<file path="src/rtl/fwd_pkg.sv">
// Shared constants, history-entry type and fwd_src width helper for the store-data
// forwarding unit.
package fwd_pkg;

    localparam int FWD_XLEN          = 32;
    localparam int FWD_RAW           = 5;
    localparam int FWD_SRC_REGF      = 0;
    localparam int FWD_SRC_WB        = 1;
    localparam int FWD_SRC_HIST_BASE = 2;

    typedef struct packed {
        logic                valid;
        logic [FWD_RAW-1:0]  rd;
        logic [FWD_XLEN-1:0] data;
    } hist_entry_t;

    function automatic int fwd_src_w(input int depth);
        return $clog2(depth + 2);
    endfunction

endpackage

</file>
<file path="src/rtl/store_fwd_unit_if.sv">
// MEM/WB side bus of the store-data forwarding unit; master drives the pipeline
// fields, slave (the unit) returns the selected store data and status.
interface store_fwd_unit_if #(
    parameter int XLEN  = 32,
    parameter int RAW   = 5,
    parameter int DEPTH = 2
) ();
    localparam int SRCW = fwd_pkg::fwd_src_w(DEPTH);

    logic            mem_MemWr;
    logic [RAW-1:0]  mem_rs2;
    logic [XLEN-1:0] mem_rs2_data;
    logic            wb_valid;
    logic            wb_RegWr;
    logic [RAW-1:0]  wb_rd;
    logic [XLEN-1:0] wb_data;
    logic [XLEN-1:0] store_data;
    logic            fwd_hit;
    logic [SRCW-1:0] fwd_src;
    logic [31:0]     fwd_cnt;

    modport master (
        output mem_MemWr, mem_rs2, mem_rs2_data, wb_valid, wb_RegWr, wb_rd, wb_data,
        input  store_data, fwd_hit, fwd_src, fwd_cnt
    );

    modport slave (
        input  mem_MemWr, mem_rs2, mem_rs2_data, wb_valid, wb_RegWr, wb_rd, wb_data,
        output store_data, fwd_hit, fwd_src, fwd_cnt
    );
endinterface

</file>
<file path="src/rtl/fwd_hist_buf.sv">
// DEPTH-deep shift register of retired register writes; entry 0 is the youngest.
// Reports a per-entry rd match against the store source register.
module fwd_hist_buf #(
    parameter int XLEN  = 32,
    parameter int RAW   = 5,
    parameter int DEPTH = 2
) (
    input  logic                       clk,
    input  logic                       rst,
    input  logic                       push,
    input  logic [RAW-1:0]             push_rd,
    input  logic [XLEN-1:0]            push_data,
    input  logic [RAW-1:0]             match_rd,
    output logic [DEPTH-1:0]           match_vec,
    output logic [DEPTH-1:0][XLEN-1:0] hist_data
);
    typedef struct packed {
        logic            valid;
        logic [RAW-1:0]  rd;
        logic [XLEN-1:0] data;
    } entry_t;

    entry_t [DEPTH-1:0] entries_q;
    entry_t [DEPTH-1:0] entries_d;

    // Shift in the retiring write; oldest entry falls off the end.
    always_comb begin
        entries_d = entries_q;
        if (push) begin
            entries_d[0] = '{valid: 1'b1, rd: push_rd, data: push_data};
            for (int k = 1; k < DEPTH; k++) begin
                entries_d[k] = entries_q[k-1];
            end
        end else begin
            entries_d = entries_q;
        end
    end

    always_ff @(posedge clk) begin
        if (rst) begin
            entries_q <= '0;
        end else begin
            entries_q <= entries_d;
        end
    end

    always_comb begin
        match_vec = '0;
        hist_data = '0;
        for (int k = 0; k < DEPTH; k++) begin
            match_vec[k] = entries_q[k].valid && (entries_q[k].rd == match_rd);
            hist_data[k] = entries_q[k].data;
        end
    end

endmodule

</file>
<file path="src/rtl/store_fwd_unit.sv">
// MEM-stage store-data forwarding: youngest of live WB result or retired-write history.
// Optional forward-event counter enabled by defining STORE_FWD_PERF_EN.
module store_fwd_unit
    import fwd_pkg::*;
#(
    parameter int XLEN  = 32,
    parameter int RAW   = 5,
    parameter int DEPTH = 2
) (
    input  logic                 clk,
    input  logic                 rst,
    store_fwd_unit_if.slave      bus
);
    localparam int SRCW = fwd_src_w(DEPTH);

    logic                       push_s;
    logic                       wb_match_s;
    logic                       store_active_s;
    logic [DEPTH-1:0]           match_vec_s;
    logic [DEPTH-1:0][XLEN-1:0] hist_data_s;
    logic                       hist_hit_s;
    logic [XLEN-1:0]            hist_sel_data_s;
    logic [SRCW-1:0]            hist_sel_src_s;
    logic [XLEN-1:0]            store_data_s;
    logic                       fwd_hit_s;
    logic [SRCW-1:0]            fwd_src_s;

    assign push_s         = bus.wb_valid && bus.wb_RegWr && (bus.wb_rd != {RAW{1'b0}});
    assign wb_match_s     = push_s && (bus.wb_rd == bus.mem_rs2);
    assign store_active_s = bus.mem_MemWr && (bus.mem_rs2 != {RAW{1'b0}});

    fwd_hist_buf #(
        .XLEN  (XLEN),
        .RAW   (RAW),
        .DEPTH (DEPTH)
    ) u_hist (
        .clk       (clk),
        .rst       (rst),
        .push      (push_s),
        .push_rd   (bus.wb_rd),
        .push_data (bus.wb_data),
        .match_rd  (bus.mem_rs2),
        .match_vec (match_vec_s),
        .hist_data (hist_data_s)
    );

    // Walk oldest to youngest so the youngest matching entry overrides older ones.
    always_comb begin
        hist_hit_s      = 1'b0;
        hist_sel_data_s = bus.mem_rs2_data;
        hist_sel_src_s  = SRCW'(FWD_SRC_REGF);
        for (int k = DEPTH - 1; k >= 0; k--) begin
            hist_hit_s      = hist_hit_s | match_vec_s[k];
            hist_sel_data_s = match_vec_s[k] ? hist_data_s[k] : hist_sel_data_s;
            hist_sel_src_s  = match_vec_s[k] ? SRCW'(FWD_SRC_HIST_BASE + k) : hist_sel_src_s;
        end
    end

    always_comb begin
        store_data_s = bus.mem_rs2_data;
        fwd_hit_s    = 1'b0;
        fwd_src_s    = SRCW'(FWD_SRC_REGF);
        if (!store_active_s) begin
            store_data_s = bus.mem_rs2_data;
            fwd_hit_s    = 1'b0;
            fwd_src_s    = SRCW'(FWD_SRC_REGF);
        end else if (wb_match_s) begin
            store_data_s = bus.wb_data;
            fwd_hit_s    = 1'b1;
            fwd_src_s    = SRCW'(FWD_SRC_WB);
        end else begin
            store_data_s = hist_sel_data_s;
            fwd_hit_s    = hist_hit_s;
            fwd_src_s    = hist_sel_src_s;
        end
    end

    assign bus.store_data = store_data_s;
    assign bus.fwd_hit    = fwd_hit_s;
    assign bus.fwd_src    = fwd_src_s;

`ifdef STORE_FWD_PERF_EN
    logic [31:0] fwd_cnt_q;
    logic [31:0] fwd_cnt_d;

    // Saturating count of cycles that forwarded store data.
    always_comb begin
        fwd_cnt_d = fwd_cnt_q;
        if (fwd_hit_s && (fwd_cnt_q != 32'hFFFF_FFFF)) begin
            fwd_cnt_d = fwd_cnt_q + 32'd1;
        end else begin
            fwd_cnt_d = fwd_cnt_q;
        end
    end

    always_ff @(posedge clk) begin
        if (rst) begin
            fwd_cnt_q <= 32'd0;
        end else begin
            fwd_cnt_q <= fwd_cnt_d;
        end
    end

    assign bus.fwd_cnt = fwd_cnt_q;
`else
    assign bus.fwd_cnt = 32'd0;
`endif

endmodule

</file>
<file path="src/flat_wrapper.sv">
// flat-port wrapper written by rule: the top's interface ports become plain ports
module store_fwd_unit_flat import fwd_pkg::*;
#(
    parameter int XLEN  = 32,
    parameter int RAW   = 5,
    parameter int DEPTH = 2
)
  (clk, rst, bus_mem_MemWr, bus_mem_rs2, bus_mem_rs2_data, bus_wb_valid, bus_wb_RegWr, bus_wb_rd, bus_wb_data, bus_store_data, bus_fwd_hit, bus_fwd_src, bus_fwd_cnt);
  store_fwd_unit_if #(.XLEN(XLEN), .RAW(RAW), .DEPTH(DEPTH)) bus_i ();
  input  logic clk;
  input  logic rst;
  input wire logic [$bits(bus_i.mem_MemWr)-1:0] bus_mem_MemWr;
  input wire logic [$bits(bus_i.mem_rs2)-1:0] bus_mem_rs2;
  input wire logic [$bits(bus_i.mem_rs2_data)-1:0] bus_mem_rs2_data;
  input wire logic [$bits(bus_i.wb_valid)-1:0] bus_wb_valid;
  input wire logic [$bits(bus_i.wb_RegWr)-1:0] bus_wb_RegWr;
  input wire logic [$bits(bus_i.wb_rd)-1:0] bus_wb_rd;
  input wire logic [$bits(bus_i.wb_data)-1:0] bus_wb_data;
  output wire logic [$bits(bus_i.store_data)-1:0] bus_store_data;
  output wire logic [$bits(bus_i.fwd_hit)-1:0] bus_fwd_hit;
  output wire logic [$bits(bus_i.fwd_src)-1:0] bus_fwd_src;
  output wire logic [$bits(bus_i.fwd_cnt)-1:0] bus_fwd_cnt;
  assign bus_i.mem_MemWr = bus_mem_MemWr;
  assign bus_i.mem_rs2 = bus_mem_rs2;
  assign bus_i.mem_rs2_data = bus_mem_rs2_data;
  assign bus_i.wb_valid = bus_wb_valid;
  assign bus_i.wb_RegWr = bus_wb_RegWr;
  assign bus_i.wb_rd = bus_wb_rd;
  assign bus_i.wb_data = bus_wb_data;
  assign bus_store_data = bus_i.store_data;
  assign bus_fwd_hit = bus_i.fwd_hit;
  assign bus_fwd_src = bus_i.fwd_src;
  assign bus_fwd_cnt = bus_i.fwd_cnt;
  store_fwd_unit #(.XLEN(XLEN), .RAW(RAW), .DEPTH(DEPTH)) u_core (.clk(clk), .rst(rst), .bus(bus_i));
endmodule
</file>
<file path="config.mk">
export PLATFORM = sky130hd
export DESIGN_NAME = store_fwd_unit_flat
export DESIGN_NICKNAME = d
export VERILOG_FILES = /design/src/rtl/fwd_pkg.sv /design/src/rtl/store_fwd_unit_if.sv /design/src/rtl/fwd_hist_buf.sv /design/src/rtl/store_fwd_unit.sv /design/src/flat_wrapper.sv
export SDC_FILE = /design/constraint.sdc
export NUM_CORES = 1
export LEC_CHECK = 0
export ABC_AREA = 1
export CAP_MARGIN = 40
export CORE_ASPECT_RATIO = 0.8
export CORE_MARGIN = 3
export CORE_UTILIZATION = 49
export DETAILED_ROUTE_END_ITERATION = 8
export PLACE_DENSITY = 0.82
export SLEW_MARGIN = 10
export SYNTH_ARGS = -nofsm -noshare
export SYNTH_HDL_FRONTEND = slang
export SYNTH_SLANG_ARGS = --single-unit
</file>
<file path="constraint.sdc">
create_clock -name clk -period 3.1 [get_ports clk]
set_input_delay 0.93 -clock clk [delete_from_list [all_inputs] [get_ports clk]]
set_output_delay 0.93 -clock clk [all_outputs]
set_load 0.02 [all_outputs]
</file>
==> metrics.md, run 1 <==
| Metric | Value |
|---|---|
| Setup CP Type | `in -> out` |
| GR Util met3 | `9.670%` |
| Crit path launch | `bus_mem_rs2[0]` |
| Fillers | `495` |
| Sw Ratio | `31.67%` |
| Slew of the pin with the lowest slew margin | `0.6787 ns` |
| First-pass DRT Iterations | `6` |
| Yosys top cell by area | `dfxtp_1` |
| DRC | `0` |
| Post-route design area | `8312 um2` |
| Post-DP HPWL | `9.874 mm` |
| Avg Cell Area, Syn | `6.722 um2` |
| Worst VDD drop | `0.0002975 V` |
| Fin. max-slew vios | `0` |
| Violated checks | `setup timing` |
| Synth Area in Compound Gates | `11.94%` |
| F_max | `296.3 MHz` |
| Gr usage total | `32.04%` |
| Worst reg2reg startpoint | `u_core.u_hist.hist_data[10]` |
| Wire per inst | `21.44 um` |
| Synth top area cells | `dfxtp_1, nand3_2, nand2_1` |
| Synthesized area | `5176 um2` |
| Critical-path cell with the highest stage delay | `nor2_1` |
| Fraction of layout cells with a size suffix above 1 | `37.49%` |
| Pleak | `0.004080 uW` |
| GR Overflow Total | `0` |
| Clock skew | `0.008052 ns` |
| Fin worst setup slack | `-0.2755 ns` |
| CP dominant cell by count | `buf_6` |
| Synth warn | `0` |
| Startpoint type of the worst setup path | `input pin` |
| Mux cell area share after synthesis | `0%` |
| Die W | `120.9 um` |
| Combinational share of power | `26.1%` |
| Max incr delay on CP | `0.21 ns` |
| Register share of total power | `36.6%` |
| Post-Layout Cell Count | `1083` |
| Initial core utilization | `51.92%` |
| Placed cell area | `6678 um2` |
| GR Util met2 | `52.01%` |
| Total I/O pin count | `146` |
| Final hold violations | `0` |
| Synth-to-Final Area Change | `60.58%` |
| CTS Sinks | `76` |
| XOR/XNOR Fraction of Synth Area | `0.1692%` |
| Critical path's top delay family | `simple AND/OR/NAND/NOR gates` |
| Synthesized flop and latch total | `76` |
| Worst path required time | `2.17 ns` |
| Clock Power Share | `37.3%` |
| Slew headroom | `54.75%` |
| Crit end category | `primary output` |
| R2R depth | `2` |
| Final WL | `23.22 mm` |
| Worst Hold End | `u_core.u_hist.entries_q[74]` |
| # rows | `32` |
| Largest net degree at the start of global routing | `75` |
| Initial DRC count | `1140` |
| Yosys cell types | `28` |
| CP bufs+invs | `6` |
| Clock Path Buffers | `2` |
| Core area | `9970 um2` |
| Die area | `11840 um2` |
| CTS Hold Bufs | `0` |
| Multi-input gate area | `3435 um2` |
| Setup violations, final | `35` |
| R2R setup slack | `2.19 ns` |
| Vert. Die Dim | `97.93 um` |
| Simple-gate portion of the synthesized area | `40.37%` |
| RD Place Congestion | `0.8738` |
| # port buffers | `113` |
| HP Start | `u_core.u_hist.entries_q[74]` |
| Worst-path cell chain | `buf_6 -> buf_6 -> nor2_1 -> nor2_4 -> nand2_2 -> nor2_4 -> buf_6 -> buf_12 -> buf_16 -> nand3_2 -> nand3_2 -> nand2_1 -> nand2_2 -> buf_6` |
| Critical path arrival | `2.45 ns` |
| P_sw | `955.2 uW` |
| Vias in the first global route | `6055` |
| Power Density | `362.8 nW/um2` |
| Largest family of logic cells by synthesized area | `simple AND/OR/NAND/NOR gates` |
| Total clock buffers created by CTS | `9` |
| Routed Antenna Nets | `0` |
| Status | `finished, violations left` |
| P_int | `2061 uW` |
| Worst flop-to-flop path endpoint | `u_core.u_hist.hist_data[10]` |
| Seq/Total Area, Yosys | `29.39%` |
| CP max FO | `5` |
| Area share of fa/ha/maj cells after synthesis | `0%` |
| H-tree depth | `3` |
| CTS tree | `yes` |
| Register area | `1521 um2` |
| # Max-Cap Violations | `0` |
| Clock Latency Late Sink | `0.36 ns` |
| Cells after Synth | `770` |
| N_diodes | `0` |
| Post-Place Cells | `1030` |
| Vias/cell | `6.123` |
| HP Class | `reg -> reg` |
| Synth top area share | `29.39%` |
| Tmin final | `3.376 ns` |
| Vias | `6631` |
| Post-layout nets | `1021` |
| Clk slew on worst S/H paths | `0.06 ns` |
| Met1 GRT Util | `38.87%` |
| Initial antenna violation count | `0` |
| Final worst path period share | `108.9%` |
| Clock Tree Root | `clkbuf_16` |
| Most Crowded Layer GR | `met2` |
| RSZ-0062 raised after global routing | `true` |
| Worst Hold Depth | `2` |
| First-pass GRT wire length | `30.33 mm` |
| WHS | `0.4845 ns` |
## sequential cells by signal, summed over array words and instances (netlist names)
name,cells
u_core.u_hist.hist_data,64
u_core.u_hist.entries_q,12
## layer usage
metal | part of all wire (%) | wire [um]
met5 | 0 | 0
met4 | 7.9 | 1839
met3 | 13 | 3001
met2 | 45 | 10410
met1 | 34 | 7969
## worst max-delay path by stage
| stage | endpoint | slack, ns | cells after the start |
|---|---|---|---|
| floorplan | bus_store_data[10] | 0.25 | 9 |
| global placement | bus_store_data[14] | -0.94 | 11 |
| detailed placement | bus_store_data[23] | -0.95 | 13 |
| CTS | bus_store_data[29] | -0.18 | 15 |
| global route | bus_store_data[19] | -0.31 | 15 |
| finish | bus_store_data[19] | -0.28 | 14 |
## cell usage after synthesis
| cell type | instances |
|---|---|
| nor2_4 | 1 |
| nand3_2 | 59 |
| nand2_4 | 2 |
| dfxtp_1 | 76 |
| nor2_2 | 5 |
| o21ai_0 | 75 |
| nand3_1 | 106 |
| buf_6 | 12 |
| nand2_2 | 2 |
| nor2_1 | 69 |
| buf_2 | 24 |
| nor2_8 | 1 |
| conb_1 | 1 |
| clkbuf_1 | 11 |
| nand4_4 | 2 |
| and3_1 | 1 |
| buf_4 | 40 |
| nand4_1 | 2 |
| clkinv_1 | 1 |
| inv_1 | 81 |
| nand2_1 | 142 |
| a21oi_2 | 1 |
| nand3_4 | 1 |
| o21ai_2 | 1 |
| a21oi_1 | 44 |
| o21ai_1 | 1 |
| inv_2 | 8 |
| xnor2_1 | 1 |
## worst min-delay path, delay by kind of cell (launching register included)
family	cells	cell delay (ns)
compound gates	1	0.05
buf+inv	1	0.07
flops	1	0.32
## power groups by stage
stage / Clock (uW) / Combinational [uW] / Sequential (uW)
after floorplan: 0 / 363 / 1090
after global placement: 0 / 581 / 1100
after detailed placement: 0 / 593 / 1100
after CTS: 1080 / 671 / 1080
after global routing: 1150 / 827 / 1110
final: 1130 / 786 / 1100
## repair_timing
item	4_1_cts	5_1_grt
cloned	11	4
pin swaps	45	45
resized for setup	313	133
setup endpoints to repair	35	35
buffers inserted	24	3
## through the flow
stage,worst slack [ns],total power (uW),TNS (ns),utilization (%)
2_1_floorplan,0.2451,1453,0,-
5_1_grt,-0.3134,3087,-8.991,83.37
3_5_place_dp,-0.9481,1696,-32.23,66.98
4_1_cts,-0.1835,2833,-5.097,77.59
3_3_place_gp,-0.9357,1682,-31.76,66.98
6_report,-0.2755,3016,-7.027,83.37
## layout by cell type (no fill, tap or decap), drive strengths merged, types with 16 or more instances in the layout
master         count
clkdlybuf4s50     65
nand2            146
o21ai             77
clkbuf            16
a21oi             45
inv               88
nor2              76
nand3            166
dfxtp             76
conb              32
buf              142
## logic make-up (layout without fill, tap and decap cells)
group	count (synthesis)	in the layout
compound gates	122	122
xor+xnor	1	1
buf+inv	177	323
flops	76	76
other cells	1	32
simple gates	393	393
## cell type report
class | instances | share of cell area (%)
flip-flops and latches | 76 | 18.30
repair buffers | 217 | 30.35
inverters | 90 | 4.320
well taps | 136 | 2.047
multi-input cells | 548 | 41.32
clock inverters | 4 | 0.5720
clock buffers | 12 | 3.086
Note: power is estimated with default switching activity, not from simulation.
==> run 2, diff against run 1 <==
SLEW_MARGIN = not set   (was 10)
==> results of run 2 <==
Same layout as run 1: the final DEF is identical, and so are final timing and power.
==> run 3, diff against run 2 <==
PLACE_DENSITY = 0.81   (was 0.82)
SYNTH_HIERARCHICAL = 1   (was not set)
==> run 3 against run 2 <==
- the run still ends with setup timing left
- critical path depth is the same
- non-clock buffer count decreased by 49
- area after synthesis rose by 3.2%
- worst setup slack got worse by 0.013 ns
- final area is 14% lower
- sequential cell count did not move
- final cell count fell by 2.3%
==> metrics.md, run 3 <==
| Metric | Value |
|---|---|
| Status | `finished, violations left` |
| Violated checks | `setup timing` |
| CTS Hold Bufs | `0` |
| Total I/O pin count | `146` |
| Final Util | `68.04%` |
| Vias | `5401` |
| Commonest non-fill, non-tap cell in the layout | `nand2_1` |
| Pleak | `0.003298 uW` |
| R2R depth | `2` |
| Area share of fa/ha/maj cells after synthesis | `0%` |
| Routed Antenna Nets | `0` |
| Clock Tree Root | `clkbuf_16` |
| Largest net degree at the start of global routing | `46` |
| Synth top area cells | `dfxtp_1, nand2_1, buf_4` |
| Synth-to-Final Area Change | `33.08%` |
| CP max FO | `8` |
| Register area | `1521 um2` |
| Fraction of layout cells with a size suffix above 1 | `23.99%` |
| Die W | `122.7 um` |
| H-tree depth | `3` |
| Seq/Total Area, Yosys | `28.48%` |
| Initial core utilization | `51.13%` |
| Core area | `10450 um2` |
| XOR/XNOR Fraction of Synth Area | `0.4919%` |
| Critical-path cell with the highest stage delay | `o21ai_4` |
| Clk slew on worst S/H paths | `0.06 ns` |
| Worst-path cell chain | `buf_8 -> inv_4 -> nand2_2 -> nand2_1 -> nor2_1 -> nand2_1 -> nor2_4 -> buf_12 -> buf_12 -> o21ai_4 -> buf_8 -> nand3_4 -> nand2_2 -> buf_6` |
| RD Place Congestion | `0.8054` |
| Fillers | `858` |
| Post-layout nets | `991` |
| FFs w/ async S/R, synth | `0%` |
| Slew of the pin with the lowest slew margin | `0.6321 ns` |
| Synth top area share | `28.48%` |
| Power Density | `372.1 nW/um2` |
| Fin Setup TNS | `-8.597 ns` |
| First-pass DRT Iterations | `5` |
| Post-DP HPWL | `9.241 mm` |
| Critical path arrival | `2.46 ns` |
| # rows | `33` |
| Fin worst setup slack | `-0.2886 ns` |
| Ys flop type | `dfxtp_1` |
| Final worst path period share | `109.3%` |
| Yosys top cell by area | `dfxtp_1` |
| Max incr delay on CP | `0.29 ns` |
| Clock Latency Late Sink | `0.33 ns` |
| Worst flop-to-flop path endpoint | `u_core/u_hist/hist_data[39]` |
| Worst reg2reg startpoint | `u_core/u_hist/hist_data[7]` |
| Gr usage total | `24.27%` |
| Vias in the first global route | `4898` |
| Multi-input gate area | `2898 um2` |
| Crit path launch | `bus_mem_rs2[3]` |
| # port buffers | `113` |
| Clock Path Buffers | `2` |
| Total clock buffers created by CTS | `9` |
| HP Class | `reg -> reg` |
| Tmin final | `3.389 ns` |
| First-pass GRT wire length | `23.87 mm` |
| Synthesized flop and latch total | `76` |
| Post-synth EDFFs | `0` |
| Worst setup endpoint | `bus_store_data[13]` |
| Worst path required time | `2.17 ns` |
| Critical path's top delay family | `buffers and inverters` |
| DRC | `0` |
| GR Overflow Total | `0` |
| Cells after Synth | `851` |
| Top-count cell post-synth | `nand2_1` |
| Slew headroom | `57.86%` |
| CTS tree | `yes` |
| CP bufs+invs | `6` |
| Synthesized area | `5341 um2` |
| Final WL | `15.35 mm` |
| Synth warn | `6` |
| Avg Cell Area, Syn | `6.277 um2` |
| Vert. Die Dim | `99.39 um` |
| Critical path depth | `14` |
| Vias/cell | `5.105` |
| Startpoint type of the worst setup path | `input pin` |
| Pre-CTS setup slack | `-1.023 ns` |
| Setup violations, final | `35` |
| RSZ-0062 raised after global routing | `true` |
| Final hold violations | `0` |
| Wire per inst | `14.51 um` |
| Synth Area in Compound Gates | `7.800%` |
| Max FFs per register | `64` |
| Worst VDD drop | `0.0002301 V` |
| Post-synth top cells | `nand2_1, nand3_1, buf_4, inv_1, dfxtp_1` |
| Fin. max-slew vios | `0` |
| Setup CP Type | `in -> out` |
| F_max | `295.1 MHz` |
| CTS Sinks | `76` |
| Yosys cell types | `23` |
| R2R setup slack | `2.36 ns` |
| Crit end category | `primary output` |
| Die area | `12200 um2` |
| Mux cell area share after synthesis | `0%` |
| Clock skew | `0.007092 ns` |
| Largest family of logic cells by synthesized area | `simple AND/OR/NAND/NOR gates` |
| Initial DRC count | `444` |
| Simple-gate portion of the synthesized area | `37.15%` |
| # Max-Cap Violations | `0` |
| Initial antenna violation count | `1` |
| Commonest non-fill, non-tap cells in the layout | `nand2_1, nand3_1, dfxtp_1` |
## run 3: worst min-delay path by stage
stage                                start                           to  slack (ns)  cells after the start
3_5_place_dp   u_core/u_hist/hist_data[48]  u_core/u_hist/hist_data[48]        0.45                      2
6_report       u_core/u_hist/hist_data[48]  u_core/u_hist/hist_data[48]        0.46                      2
5_1_grt        u_core/u_hist/hist_data[33]  u_core/u_hist/hist_data[33]        0.48                      2
3_3_place_gp   u_core/u_hist/hist_data[51]  u_core/u_hist/hist_data[51]        0.45                      2
4_1_cts        u_core/u_hist/hist_data[48]  u_core/u_hist/hist_data[48]        0.46                      2
2_1_floorplan  u_core/u_hist/hist_data[63]  u_core/u_hist/hist_data[63]        0.44                      2
## run 3: layout make-up
class	instances	area share (%)
timing repair buffer	168	26.25
inverter	87	4.700
tap	140	2.464
clock inverter	6	1.021
multi-input combinational	570	40.77
antenna	1	0.03521
sequential	76	21.40
clock buffer	10	3.362
## run 3: kinds of logic after synthesis
kind of cell	after synthesis
and+or+nand+nor	457
buffers and inverters	236
AOI/OAI and AO/OA	78
DFF	76
xor gates and xnor gates	3
other	1
## run 3: worst reg2reg max path, stage by stage, from the launching register on
cell,delay (ns)
dfxtp_1,0.37
nand2_1,0.09
a21oi_1,0.19
## run 3: what timing repair did
item | 4_1_cts | 5_1_grt
setup buffers | 10 | 0
cloned | 5 | 2
pin swaps | 67 | 45
endpoints found under the setup margin | 35 | 35
gates resized for setup | 324 | 52
## run 3: per-stage QoR
stage / instance area (um2) / power (uW) / std cells / hold WS [ns]
6_report: 7108 / 2645 / 1058 / 0.4641
5_1_grt: 7108 / 2753 / 1058 / 0.4839
4_1_cts: 6958 / 2635 / 1057 / 0.4624
3_5_place_dp: 6120 / 1525 / 1026 / 0.4533
3_3_place_gp: 6120 / 1520 / 1026 / 0.4491
2_1_floorplan: 5458 / 1367 / 882 / 0.4393
## run 3: power by group
| group | switching, uW | leakage (uW) | internal (uW) |
|---|---|---|---|
| clock network | 425 | 0.000149 | 652 |
| logic | 288 | 0.00253 | 242 |
| registers | 25.2 | 0.000619 | 1010 |
| total | 739 | 0.00330 | 1910 |
## run 3: routing by layer
layer / track usage, % / wire length (um) / vias up
met2: 40.07 / 7529 / 246
met3: 5.685 / 1265 / 31
met1: 31.84 / 6331 / 2471
li1: - / - / 2653
met4: 6.540 / 223 / 0
met5: 0 / 0 / -
==> RTL change, RTL diff (settings of run 3) <==
The option `STORE_FWD_PERF_EN` is turned on by a define.
--- a/src/rtl/store_fwd_unit.sv
+++ b/src/rtl/store_fwd_unit.sv
@@ -1,4 +1,6 @@
 // MEM-stage store-data forwarding: youngest of live WB result or retired-write history.
 // Optional forward-event counter enabled by defining STORE_FWD_PERF_EN.
+`define STORE_FWD_PERF_EN
+
 module store_fwd_unit
     import fwd_pkg::*;
Formal check against the unedited RTL: not equivalent (Yosys sat finds a counterexample within 4 cycles, from zero or initial values and one cycle with rst high).
==> RTL change against run 3 <==
  * The flow still finishes with violations (negative setup slack)
  * Cell area is 37% higher
  * Non-clock buffer count is 60 higher
  * Synthesized cell count is 28% higher
  * Hold slack better by 15 ps
  * Sequential cell count is 32 higher
  * Sequential share of layout area is 0.83 points higher
  * Count of clock-buffer cells in the layout is 1 higher
  * Total power is 25% higher
  * Synthesized area is 28% higher
  * Worst setup slack worse by 37 ps
  * Routed wire length is 54% higher
  * Largest cell class unchanged
  * Highest routed layer unchanged
==> RTL change: results <==
# TYPE chip_impl_metric gauge
chip_impl_metric{name="cpPeakStageDelay",unit="ps"} 310
chip_impl_metric{name="drt-total-wl",unit="microns"} 23600
chip_impl_metric{name="tightest_slew",unit="ps"} 689
chip_impl_info{name="critical_path.slowest_cell",value="sky130_fd_sc_hd__o211ai_1"} 1
chip_impl_metric{name="cp_max_fo",unit=""} 23
chip_impl_metric{name="setup-violations-final",unit=""} 35
chip_impl_metric{name="drive_gt1_share",unit="%"} 23.5
chip_impl_metric{name="leakage",unit="uW"} 0.00412
chip_impl_metric{name="netlist-cell-type-count",unit=""} 31
chip_impl_metric{name="clk_pin_slew",unit="ps"} 80
chip_impl_metric{name="layout_setup_ws",unit="ps"} -325
chip_impl_metric{name="ir_drop",unit="mV"} 0.337
chip_impl_info{name="holdCritStartpoint",value="u_core/u_hist/hist_data[1]"} 1
chip_impl_metric{name="reg2reg_slack",unit="ps"} 460
chip_impl_metric{name="routabilityCongestion",unit=""} 0.988
chip_impl_metric{name="synth_sequential_area_ratio",unit="%"} 31.7
chip_impl_info{name="netlist_top_cells_count",value="sky130_fd_sc_hd__nand2_1, sky130_fd_sc_hd__dfxtp_1, sky130_fd_sc_hd__nor2_1, sky130_fd_sc_hd__nand3_1, sky130_fd_sc_hd__a21oi_1"} 1
chip_impl_metric{name="global_route_wire_length_before_repair",unit="microns"} 34800
chip_impl_metric{name="first_pass_iters",unit=""} 7
chip_impl_metric{name="synthesis.instances",unit=""} 1091
chip_impl_metric{name="dr_total_vias",unit=""} 7678
chip_impl_metric{name="largest_net_degree_at_the_start_of_global_routing",unit=""} 77
chip_impl_metric{name="clk_skew",unit="ps"} 7.59
chip_impl_metric{name="first_global_vias",unit=""} 7114
chip_impl_info{name="post_synth_main_area_contributors",value="sky130_fd_sc_hd__dfxtp_1, sky130_fd_sc_hd__nand2_1, sky130_fd_sc_hd__buf_4"} 1
chip_impl_metric{name="insertion_delay",unit="ps"} 350
chip_impl_info{name="violations_in_the_final_reports",value="negative setup slack"} 1
chip_impl_info{name="end_of_the_worst_register_to_register_path",value="u_core/bus.fwd_cnt[19]"} 1
chip_impl_metric{name="wl_per_cell",unit="microns"} 17.0
chip_impl_metric{name="track_usage",unit="%"} 27.9
chip_impl_metric{name="antenna_found_initial",unit=""} 0
chip_impl_info{name="rr_startpoint",value="u_core/bus.fwd_cnt[0]"} 1
chip_impl_metric{name="nets",unit=""} 1286
chip_impl_info{name="run_status",value="complete, but fails checks"} 1
chip_impl_metric{name="number_of_diodes_added_for_antenna_fixing",unit=""} 0
-- RTL change: changes by cell type after synthesis, moves of 12 or more --
| cell | delta |
|---|---|
| sky130_fd_sc_hd__xor2_1 | +12 |
| sky130_fd_sc_hd__nand2_1 | +105 |
| sky130_fd_sc_hd__o211ai_1 | +32 |
| sky130_fd_sc_hd__clkbuf_1 | +14 |
| sky130_fd_sc_hd__buf_4 | -34 |
| sky130_fd_sc_hd__dfxtp_1 | +32 |
| sky130_fd_sc_hd__nor2_1 | +82 |
| sky130_fd_sc_hd__nand3_1 | -17 |
| sky130_fd_sc_hd__inv_1 | -13 |
-- RTL change: timing repair --
action / 4_1_cts / 5_1_grt
pin swaps: 48 / 63
cloned: 13 / 2
resized for setup: 375 / 84
buffers inserted: 22 / 10
setup endpoints to repair: 35 / 35
-- RTL change: cell families after synthesis --
kind of cell,count (synthesis),synth area share [%]
AOI/OAI and AO/OA,128,11.2
xor gates and xnor gates,20,2.57
DFF,108,31.7
buffers and inverters,200,16.0
adders and majority gates,1,0.183
and+or+nand+nor,634,38.3
-- RTL change: final cells by class --
type	count	area share, %
Multi-Input combinational cell	783	43.0
Timing Repair Buffer	228	26.0
Sequential cell	108	22.2
Inverter	76	3.22
Clock buffer	11	2.50
Tap cell	175	2.25
Clock inverter	5	0.849
-- RTL change: how the worst max path moves through the flow --
stage	startpoint	end	slack (ps)
after global placement	bus_mem_rs2[3]	bus_store_data[20]	-1090
after detailed placement	bus_mem_rs2[0]	bus_store_data[12]	-1140
after global routing	bus_mem_rs2[4]	bus_store_data[11]	-380
after CTS	bus_mem_rs2[0]	bus_store_data[26]	-230
final	bus_mem_rs2[4]	bus_store_data[11]	-330
after floorplan	bus_mem_rs2[3]	bus_store_data[10]	-30
-- RTL change: where the power goes --
part           switching, uW  internal, uW  leakage, uW  total [uW]
logic                    279           261      0.00309         539
clock network            554           737     0.000161        1290
registers               38.8          1430     0.000877        1470
-- RTL change: routing by layer --
layer  GRT usage [%]  vias up  share of wire [%]
li1                -     3641                  -
met5               0        -                  0
met4            11.2        0                3.5
met3            5.87       85                9.5
met1            36.0     3489                 39
met2            45.3      463                 48
-- RTL change: through the flow --
step	power, uW	TNS (ps)	cell area [sq um]	worst slack, ps	util [%]
floorplan	1740	-941	6830	-32.6	-
global placement	1940	-38790	8110	-1090	61.3
detailed placement	1940	-40190	8110	-1140	61.3
CTS	3250	-5500	9400	-227	71.0
global route	3400	-11960	9730	-379	73.5
finish	3300	-8760	9730	-325	73.5
